<file path="config.mk">
export PLATFORM = sky130hd
export DESIGN_NAME = muldiv_issue_ctrl
export DESIGN_NICKNAME = d
export VERILOG_FILES = /design/src/rtl/muldiv_issue_ctrl.sv
export SDC_FILE = /design/constraint.sdc
export NUM_CORES = 1
export LEC_CHECK = 0
export ABC_AREA = 1
export CORE_MARGIN = 8
export CORE_UTILIZATION = 40
export CTS_CLUSTER_DIAMETER = 60
export DETAILED_ROUTE_END_ITERATION = 12
export GPL_ROUTABILITY_DRIVEN = 1
export GPL_TIMING_DRIVEN = 1
export PLACE_DENSITY = 0.77
export SLEW_MARGIN = 20
export SYNTH_ARGS = -nofsm -noshare
export SYNTH_HDL_FRONTEND = slang
export SYNTH_SLANG_ARGS = --single-unit
</file>
<file path="constraint.sdc">
create_clock -name clk -period 4.9 [get_ports clk]
set_clock_uncertainty 0.2 [all_clocks]
set_input_delay 0.98 -clock clk [delete_from_list [all_inputs] [get_ports clk]]
set_output_delay 0.98 -clock clk [all_outputs]
set_load 0.02 [all_outputs]
</file>
<file path="src/rtl/muldiv_issue_ctrl.sv">
// rtl/muldiv_issue_ctrl.sv - RV32M issue sequencer between ID/EX and the M unit
// Holds one instruction at the M unit inputs, short-circuits div-by-zero/overflow, returns one write-back beat.
module muldiv_issue_ctrl #(
  parameter int                  DATA_WIDTH = 32,
  parameter int                  OP_WIDTH   = 5,
  parameter int                  SIMD_WIDTH = 2,
  parameter logic [OP_WIDTH-1:0] NOP_OP     = '0,
  parameter int                  TIMEOUT    = 64
) (
  input  logic                  clk,
  input  logic                  rst,
  input  logic                  ex_valid,
  input  logic [OP_WIDTH-1:0]   ex_aluop,
  input  logic [2:0]            ex_funct3,
  input  logic [DATA_WIDTH-1:0] ex_s1,
  input  logic [DATA_WIDTH-1:0] ex_s2,
  input  logic [4:0]            ex_rd,
  input  logic                  ex_simd_ena,
  input  logic [SIMD_WIDTH-1:0] ex_simd_ctl,
  input  logic                  flush,
  input  logic                  div_ready,
  input  logic [DATA_WIDTH-1:0] m_data,
  output logic [OP_WIDTH-1:0]   m_aluop,
  output logic [DATA_WIDTH-1:0] m_s1,
  output logic [DATA_WIDTH-1:0] m_s2,
  output logic                  m_simd_ena,
  output logic [SIMD_WIDTH-1:0] m_simd_ctl,
  output logic                  stall,
  output logic                  wb_valid,
  output logic [4:0]            wb_rd,
  output logic [DATA_WIDTH-1:0] wb_data,
  output logic                  err
);

  localparam int CW = $clog2(TIMEOUT + 1);
  localparam logic [DATA_WIDTH-1:0] INT_MIN = {1'b1, {(DATA_WIDTH-1){1'b0}}};

  typedef enum logic [2:0] {IDLE, MUL, DIV_ARM, DIV_WAIT, DRAIN} state_t;

  state_t                state;
  logic [CW-1:0]         cnt;
  logic                  fast_q;
  logic [DATA_WIDTH-1:0] fast_val_q;

  logic                  is_div;
  logic                  is_rem;
  logic                  is_signed;
  logic                  s2_zero;
  logic                  ovf;
  logic                  fast_hit;
  logic [DATA_WIDTH-1:0] fast_val;
  logic                  cnt_last;

  assign stall    = (state != IDLE);
  assign cnt_last = (cnt == CW'(TIMEOUT - 2));

  // Divide corner cases resolved at accept so the divider is never started for them.
  always_comb begin
    is_div    = ex_funct3[2];
    is_rem    = ex_funct3[1];
    is_signed = ~ex_funct3[0];
    s2_zero   = (ex_s2 == '0);
    ovf       = is_signed && (ex_s1 == INT_MIN) && (ex_s2 == '1);
    fast_hit  = !ex_simd_ena && is_div && (s2_zero || ovf);
    fast_val  = '0;
    if (s2_zero)
      fast_val = is_rem ? ex_s1 : '1;
    else
      fast_val = is_rem ? '0 : INT_MIN;
  end

  always_ff @(posedge clk or posedge rst) begin
    if (rst) begin
      state      <= IDLE;
      cnt        <= '0;
      fast_q     <= 1'b0;
      fast_val_q <= '0;
      m_aluop    <= NOP_OP;
      m_s1       <= '0;
      m_s2       <= '0;
      m_simd_ena <= 1'b0;
      m_simd_ctl <= '0;
      wb_valid   <= 1'b0;
      wb_rd      <= '0;
      wb_data    <= '0;
      err        <= 1'b0;
    end else begin
      wb_valid <= 1'b0;
      err      <= 1'b0;
      case (state)
        IDLE: begin
          if (ex_valid && !flush) begin
            m_aluop    <= fast_hit ? NOP_OP : ex_aluop;
            m_s1       <= ex_s1;
            m_s2       <= ex_s2;
            m_simd_ena <= ex_simd_ena;
            m_simd_ctl <= ex_simd_ctl;
            wb_rd      <= ex_rd;
            fast_q     <= fast_hit;
            fast_val_q <= fast_val;
            state      <= (fast_hit || !is_div) ? MUL : DIV_ARM;
          end
        end
        MUL: begin
          m_aluop <= NOP_OP;
          state   <= IDLE;
          if (!flush) begin
            wb_valid <= 1'b1;
            wb_data  <= fast_q ? fast_val_q : m_data;
          end
        end
        DIV_ARM: begin
          // A ready left over from a previous divide may still be high here.
          cnt <= '0;
          if (flush) begin
            m_aluop <= NOP_OP;
            state   <= DRAIN;
          end else begin
            state <= DIV_WAIT;
          end
        end
        DIV_WAIT: begin
          if (flush) begin
            m_aluop <= NOP_OP;
            cnt     <= cnt + 1'b1;
            state   <= div_ready ? IDLE : DRAIN;
          end else if (div_ready) begin
            m_aluop  <= NOP_OP;
            wb_valid <= 1'b1;
            wb_data  <= m_data;
            state    <= IDLE;
          end else if (cnt_last) begin
            m_aluop <= NOP_OP;
            err     <= 1'b1;
            state   <= IDLE;
          end else begin
            cnt <= cnt + 1'b1;
          end
        end
        DRAIN: begin
          if (div_ready || cnt_last)
            state <= IDLE;
          else
            cnt <= cnt + 1'b1;
        end
        default: begin
          m_aluop <= NOP_OP;
          state   <= IDLE;
        end
      endcase
    end
  end

endmodule

</file>
==> results.md, run 1 <==
* Die Y at 146 um
* Clock-pin slew on the worst setup and hold paths at 0.06 ns
* Max Cap Viol at 0
* Area leader, netlist: dfrtp_1
* Maximum clock path buffer count at 2
* Post-synth top area share at 57.4%
* GPL Wtd Cong at 0.833
* Die X-Extent at 146 um
* Hold Path Class: reg -> reg
* Critical path fanouts, max at 58
* Largest net degree at the start of global routing at 155
* Post-synth cell types at 27
* R2r startpoint: state[2]$_DFFE_PP0P_
* Antenna violations before repair at 0
* Postcts setup bufs at 0
* Proportion of layout cells with a drive suffix above 1 at 4.95%
* DP Cell Count at 1219
* Largest family of logic cells by synthesized area: simple AND/OR/NAND/NOR gates
* Post-synth EDFFs at 0
* CTS H-tree depth at 4
* Mux contribution to synthesized area at 0%
* Endpoints failing setup at 0
* Synth cell count leaders: nand2_1 (242), dfrtp_1 (154), nor2_1 (94)
* Avg WL per Cell at 16.8 um
* RSZ-0062 raised after global routing: no
* TritonCTS clock tree: yes
* Worst Min Path Start: m_s2[14]$_DFFE_PP0P_
* Ys async rst share at 100%
* Synth Area in XOR/XNOR at 0.130%
* Antenna diodes at 0
* Clk sink count at 154
* Final ANT Viol Nets at 0
* Root buffer cell: clkbuf_16
* Non-Filler Instances at 1250
* Worst setup EP type: flop
* Clock Latency Late Sink at 0.42 ns
* Required @ worst endpoint at 4.96 ns
* Synth Net Count at 927
* Mapped Cells at 808
* Top-count cell post-synth: nand2_1
* Core area at 0.0165 mm2
* FMAX at 268 MHz
* Final period util at 76.0%
* Placed cell area at 0.00914 mm2
* Complex-gate fraction of the synthesized area at 10.8%
* GRT Overall Usage at 20.0%
* CTS Buf Count at 17
* Synth area leaders: dfrtp_1 (57%), nand2_1 (14%), nor2_1 (5.3%), a21oi_1 (5.0%), o21ai_0 (4.2%)
* Setup_tns at 0 ns
* Num rows at 47
* Status: completed
* Synth Register Bits at 154
* Seq/Total Area, Yosys at 57.4%
* Adder-cell area share of the yosys netlist at 0.373%
* Power Density at 584 mW/mm2
* Cell area after synthesis at 0.00671 mm2
* TritonRoute pass-1 iters at 5
* Post-route minimum period at 3.73 ns
* Post-CTS Hold Fix Bufs at 0
* P_leak at 0.00437 uW
* Total grt overflow at 0
* # nets final at 1137
* CP Launch Point: flush
* PostCTS Resize Cnt at 0
* Vias per inst at 4.96
* P&R area growth vs syn at 45.1%
* Drt first-iter violations at 332
* Hold_ws at 0.279 ns
* Finished Cell Area at 0.00974 mm2
* DRC violations left at 0
* Post-synthesis average cell area at 8.31 um2
* Worst setup SP type: primary input
* Buffers on Ports at 228
* Ports at 229
* Final hold viol count at 0
* Crit path kind: in -> reg
* Slew Limit Headroom at 33.1%
* Final Max Tran Viols at 0
* Simple-Gate Fraction of Synth Area at 25.6%
* HPWL Detailed at 14700 um
* Top_reg_cell synth: dfrtp_1
* Initial Util at 40.8%
* Final wirelength at 21000 um
* CP Data Arrival Time at 3.79 ns
* Slew @ Worst Pin at 1.00 ns
* DR vias at 6201
* Die area at 0.0212 mm2
* Worst VDD drop at 0.321 mV
* Vias in the first global route at 6332
* First-pass GRT wire length at 34300 um
* Yosys Warn Count at 0
[layer usage]
layer | global-route usage (%) | vias to the layer above | share of wire (%)
li1 | - | 3031 | -
met1 | 25.3 | 2909 | 43
met2 | 30.9 | 225 | 47
met3 | 6.75 | 36 | 8.1
met4 | 7.91 | 0 | 2.6
met5 | 0 | - | 0
[flip-flops by register name, indices dropped and copies added (netlist names)]
signal and flops:
cnt 7, fast_q 1, wb_valid 1, fast_val_q 32, m_aluop 5, m_simd_ctl 2
state 3, wb_data 32, wb_rd 5, err 1, m_s2 32, m_s1 32
m_simd_ena 1
[stage by stage]
step / power (uW) / util, % / worst slack (ns)
floorplan: 3140 / - / 1.78
global placement: 4330 / 55.5 / 0.788
detailed placement: 4370 / 55.5 / 0.709
CTS: 5740 / 59.1 / 1.14
global route: 6010 / 59.1 / 0.878
finish: 5680 / 59.1 / 1.17
[cell families (layout without fill, tap and decap cells)]
group,Yosys count,in the layout
xor gates and xnor gates,1,1
DFF,154,154
buffers and inverters,92,314
and+or+nand+nor,418,418
AOI/OAI and AO/OA,141,141
adders and majority gates,2,2
[cell usage in the layout (no fill, tap or decap), types with 3 or more instances in the layout]
master             n
clkbuf_16         17
inv_1             45
nand2_1          242
nor2_1            94
nor3_2             3
a21oi_1           67
nand4_1           10
nor3_1            10
o21ai_1           13
bufinv_16          3
dfrtp_1          154
clkdlybuf4s50_1  228
clkinvlp_4         6
nand3_1           50
buf_4              3
inv_2              3
nand2_2            3
o21ai_0           56
[worst max-delay path, cell delays in order]
cell	delay (ns)
clkdlybuf4s50_1	0.54
nor2_1	0.12
nand2_4	0.42
clkinv_2	0.76
nand3_2	0.75
o21ai_0	0.18
[worst paths after layout]
kind / slack (ns) / end / depth (start not counted)
setup / recovery: 1.17 / fast_val_q[16]$_DFFE_PP0P_ / 6
hold / removal: 0.28 / m_s2[14]$_DFFE_PP0P_ / 2
setup reg to reg: 1.72 / fast_val_q[16]$_DFFE_PP0P_ / 7
hold reg to reg: 0.28 / m_s2[14]$_DFFE_PP0P_ / 2
max in group asynchronous: 2.82 / m_s1[16]$_DFFE_PP0P_ / 3
min in group asynchronous: 0.85 / wb_rd[4]$_DFFE_PP0P_ / 3
[where the power goes]
| group | internal, uW | leakage, uW | switching, uW |
|---|---|---|---|
| clock network | 826 | 0.000278 | 522 |
| registers | 1720 | 0.00194 | 248 |
| logic | 1060 | 0.00215 | 1310 |
[layout make-up]
| type | instances | area [um2] |
|---|---|---|
| inverter | 51 | 199 |
| clock buffer | 21 | 460 |
| sequential | 154 | 3850 |
| clock inverter | 10 | 141 |
| tap | 220 | 275 |
| timing repair buffer | 232 | 2320 |
| multi-input combinational | 562 | 2480 |
| fill | 1468 | 6730 |
Note: power is estimated with default switching activity, not from simulation.
==> inputs of run 2 (changes only) <==
--- a/config.mk
+++ b/config.mk
@@ -12,7 +12,7 @@
 export DETAILED_ROUTE_END_ITERATION = 12
 export GPL_ROUTABILITY_DRIVEN = 1
 export GPL_TIMING_DRIVEN = 1
-export PLACE_DENSITY = 0.77
+export PLACE_DENSITY = 0.74
 export SLEW_MARGIN = 20
 export SYNTH_ARGS = -nofsm -noshare
 export SYNTH_HDL_FRONTEND = slang
==> constraint.sdc (replaced) <==
create_clock -name clk -period 3.5 [get_ports clk]
set_clock_uncertainty 0.2 [all_clocks]
set_input_delay 0.7 -clock clk [delete_from_list [all_inputs] [get_ports clk]]
set_output_delay 0.7 -clock clk [all_outputs]
set_load 0.02 [all_outputs]
==> results.md, run 2 (synthesized netlist as in run 1, its figures left out) <==
* Endpoints failing setup at 0 (unchanged)
* Final Max Tran Viols at 0 (unchanged)
* CTS Buf Count at 17 (unchanged)
* # nets final at 1140 (was 1137)
* P_sw at 2920 uW (was 2080 uW)
* Most frequent cells in the layout: nand2_1 (242), clkdlybuf4s50_1 (228), dfrtp_1 (154) (unchanged)
* Vias in the first global route at 6058 (was 6332)
* Die area at 0.0212 mm2 (unchanged)
* Worst setup EP type: output port (was flop)
* First-pass GRT wire length at 33400 um (was 34300 um)
* Post-CTS Hold Fix Bufs at 0 (unchanged)
* Total grt overflow at 0 (unchanged)
* Clock-pin slew on the worst setup and hold paths at 0.06 ns (about the same)
* Initial Util at 40.8% (unchanged)
* Root buffer cell: clkbuf_16 (unchanged)
* Logic pwr share at 41.9% (was 41.7%)
* Maximum clock path buffer count at 2 (unchanged)
* HPWL Detailed at 15100 um (was 14700 um)
* Core area at 0.0165 mm2 (unchanged)
* Post-route minimum period at 2.59 ns
* Total Power at 7970 uW (was 5680 uW)
* Finished Cell Area at 0.00978 mm2 (was 0.00974 mm2)
* Worst VDD drop at 0.442 mV (was 0.321 mV)
* GPL Wtd Cong at 0.820 (was 0.833)
* Commonest non-fill, non-tap cell in the layout: nand2_1 (unchanged)
* P_leak at 0.00440 uW (was 0.00437 uW)
* DP Cell Count at 1222 (was 1219)
* Clk sink count at 154 (unchanged)
* TritonCTS clock tree: yes (unchanged)
* Buffers on Ports at 228 (unchanged)
* Die Y at 146 um (unchanged)
* Slew Limit Headroom at 33.4% (was 33.1%)
* TritonRoute pass-1 iters at 4 (was 5)
* DR vias at 6168 (was 6201)
* Clk pwr share at 23.5% (was 23.7%)
* Final wirelength at 20900 um (was 21000 um)
* Vias per inst at 4.91 (was 4.96)
* Die X-Extent at 146 um (unchanged)
* Antenna violations before repair at 1 (was 0)
* Largest net degree at the start of global routing at 133 (was 155)
* GRT Overall Usage at 19.8% (was 20.0%)
* Required @ worst endpoint at 2.60 ns (was 4.96 ns)
* Clock Latency Late Sink at 0.42 ns (about the same)
* Placed cell area at 0.00917 mm2 (was 0.00914 mm2)
* Avg WL per Cell at 16.7 um (was 16.8 um)
* Final hold viol count at 0 (unchanged)
* Status: completed (unchanged)
* Net Sw Frac at 36.7% (was 36.6%)
* FMAX at 386 MHz
* Slew @ Worst Pin at 0.999 ns (was 1.00 ns)
* RSZ-0062 raised after global routing: no (unchanged)
* Setup_tns at 0 ns (unchanged)
* Int Pwr at 5050 uW (was 3610 uW)
* Num rows at 47 (unchanged)
* Final period util at 73.9%
* P&R area growth vs syn at 45.8% (was 45.1%)
* Critical path fanouts, max at 4 (was 58)
* Power Density at 815 mW/mm2 (was 584 mW/mm2)
* Crit path kind: reg -> out (was in -> reg)
* Final ANT Viol Nets at 0 (unchanged)
* Part of the power in registers at 34.6% (about the same)
* DRC violations left at 0 (unchanged)
* Postcts setup bufs at 0 (unchanged)
* Proportion of layout cells with a drive suffix above 1 at 5.42% (was 4.95%)
* FF+latch area at 0.00385 mm2 (unchanged)
* Multi-input gate area at 0.00248 mm2 (unchanged)
* Fill cell count at 1487 (was 1468)
* Worst setup SP type: flop (was primary input)
* PostCTS Resize Cnt at 0 (unchanged)
* CTS H-tree depth at 4 (unchanged)
* Max Cap Viol at 0 (unchanged)
* Ports at 229 (unchanged)
* Hold Path Class: reg -> reg (unchanged)
* Drt first-iter violations at 371 (was 332)
* Non-Filler Instances at 1255 (was 1250)
* CP Data Arrival Time at 1.69 ns (was 3.79 ns)
==> run 2: cell types whose count changed in the layout (fill, tap and decap cells not counted), sizes merged <==
cell	change
clkbuf	+2
diode	+1
clkinvlp	-3
buf	+3
clkinv	+3
bufinv	-1
==> run 2: metrics by stage <==
stage          setup slack (ns)  hold WS, ns  utilization [%]
2_1_floorplan             0.655        0.254                -
3_3_place_gp              0.723        0.261             55.7
3_5_place_dp              0.687        0.264             55.7
4_1_cts                   0.916        0.280             59.4
5_1_grt                   0.755        0.295             59.4
6_report                  0.913        0.276             59.4
==> run 2: critical path, stage by stage (launching register included) <==
cell,delay [ns]
dfrtp_1,0.45
inv_1,0.06
nand2_1,0.13
clkdlybuf4s50_1,0.63
==> run 2: cell type report <==
class	instances	area share, %
inverters	51	2.03
repair buffers	235	24.1
multi-input cells	562	25.4
well taps	220	2.81
diodes	1	0.0256
clock buffers	23	5.09
flip-flops and latches	154	39.4
clock inverters	9	1.14
==> run 2: worst paths after layout <==
path | to | cells past startpoint | slack, ns | startpoint
worst max-delay path | stall | 3 | 0.91 | state[2]$_DFFE_PP0P_
worst min register to register | m_s2[30]$_DFFE_PP0P_ | 2 | 0.28 | m_s2[30]$_DFFE_PP0P_
worst min-delay path | m_s2[30]$_DFFE_PP0P_ | 2 | 0.28 | m_s2[30]$_DFFE_PP0P_
worst max register to register | wb_data[20]$_DFFE_PP0P_ | 6 | 0.95 | state[1]$_DFFE_PP0P_
max in group asynchronous | fast_val_q[5]$_DFFE_PP0P_ | 3 | 1.99 | rst
min in group asynchronous | m_aluop[1]$_DFFE_PP0P_ | 3 | 0.60 | rst
==> run 2: layer usage <==
| layer | share of wire [%] | up-vias | track usage, % |
|---|---|---|---|
| met4 | 2.2 | 0 | 7.81 |
| met1 | 43 | 2892 | 25.4 |
| li1 | - | 3035 | - |
| met2 | 47 | 215 | 30.6 |
| met5 | 0 | - | 0 |
| met3 | 7.9 | 26 | 6.22 |
==> run 2: power groups by stage <==
stage | Sequential, uW | Combinational (uW) | Clock [uW]
6_report | 2760 | 3340 | 1870
5_1_grt | 2830 | 3590 | 1980
4_1_cts | 2770 | 3380 | 1910
3_5_place_dp | 2780 | 3380 | 0
3_3_place_gp | 2760 | 3340 | 0
2_1_floorplan | 3500 | 900 | 0
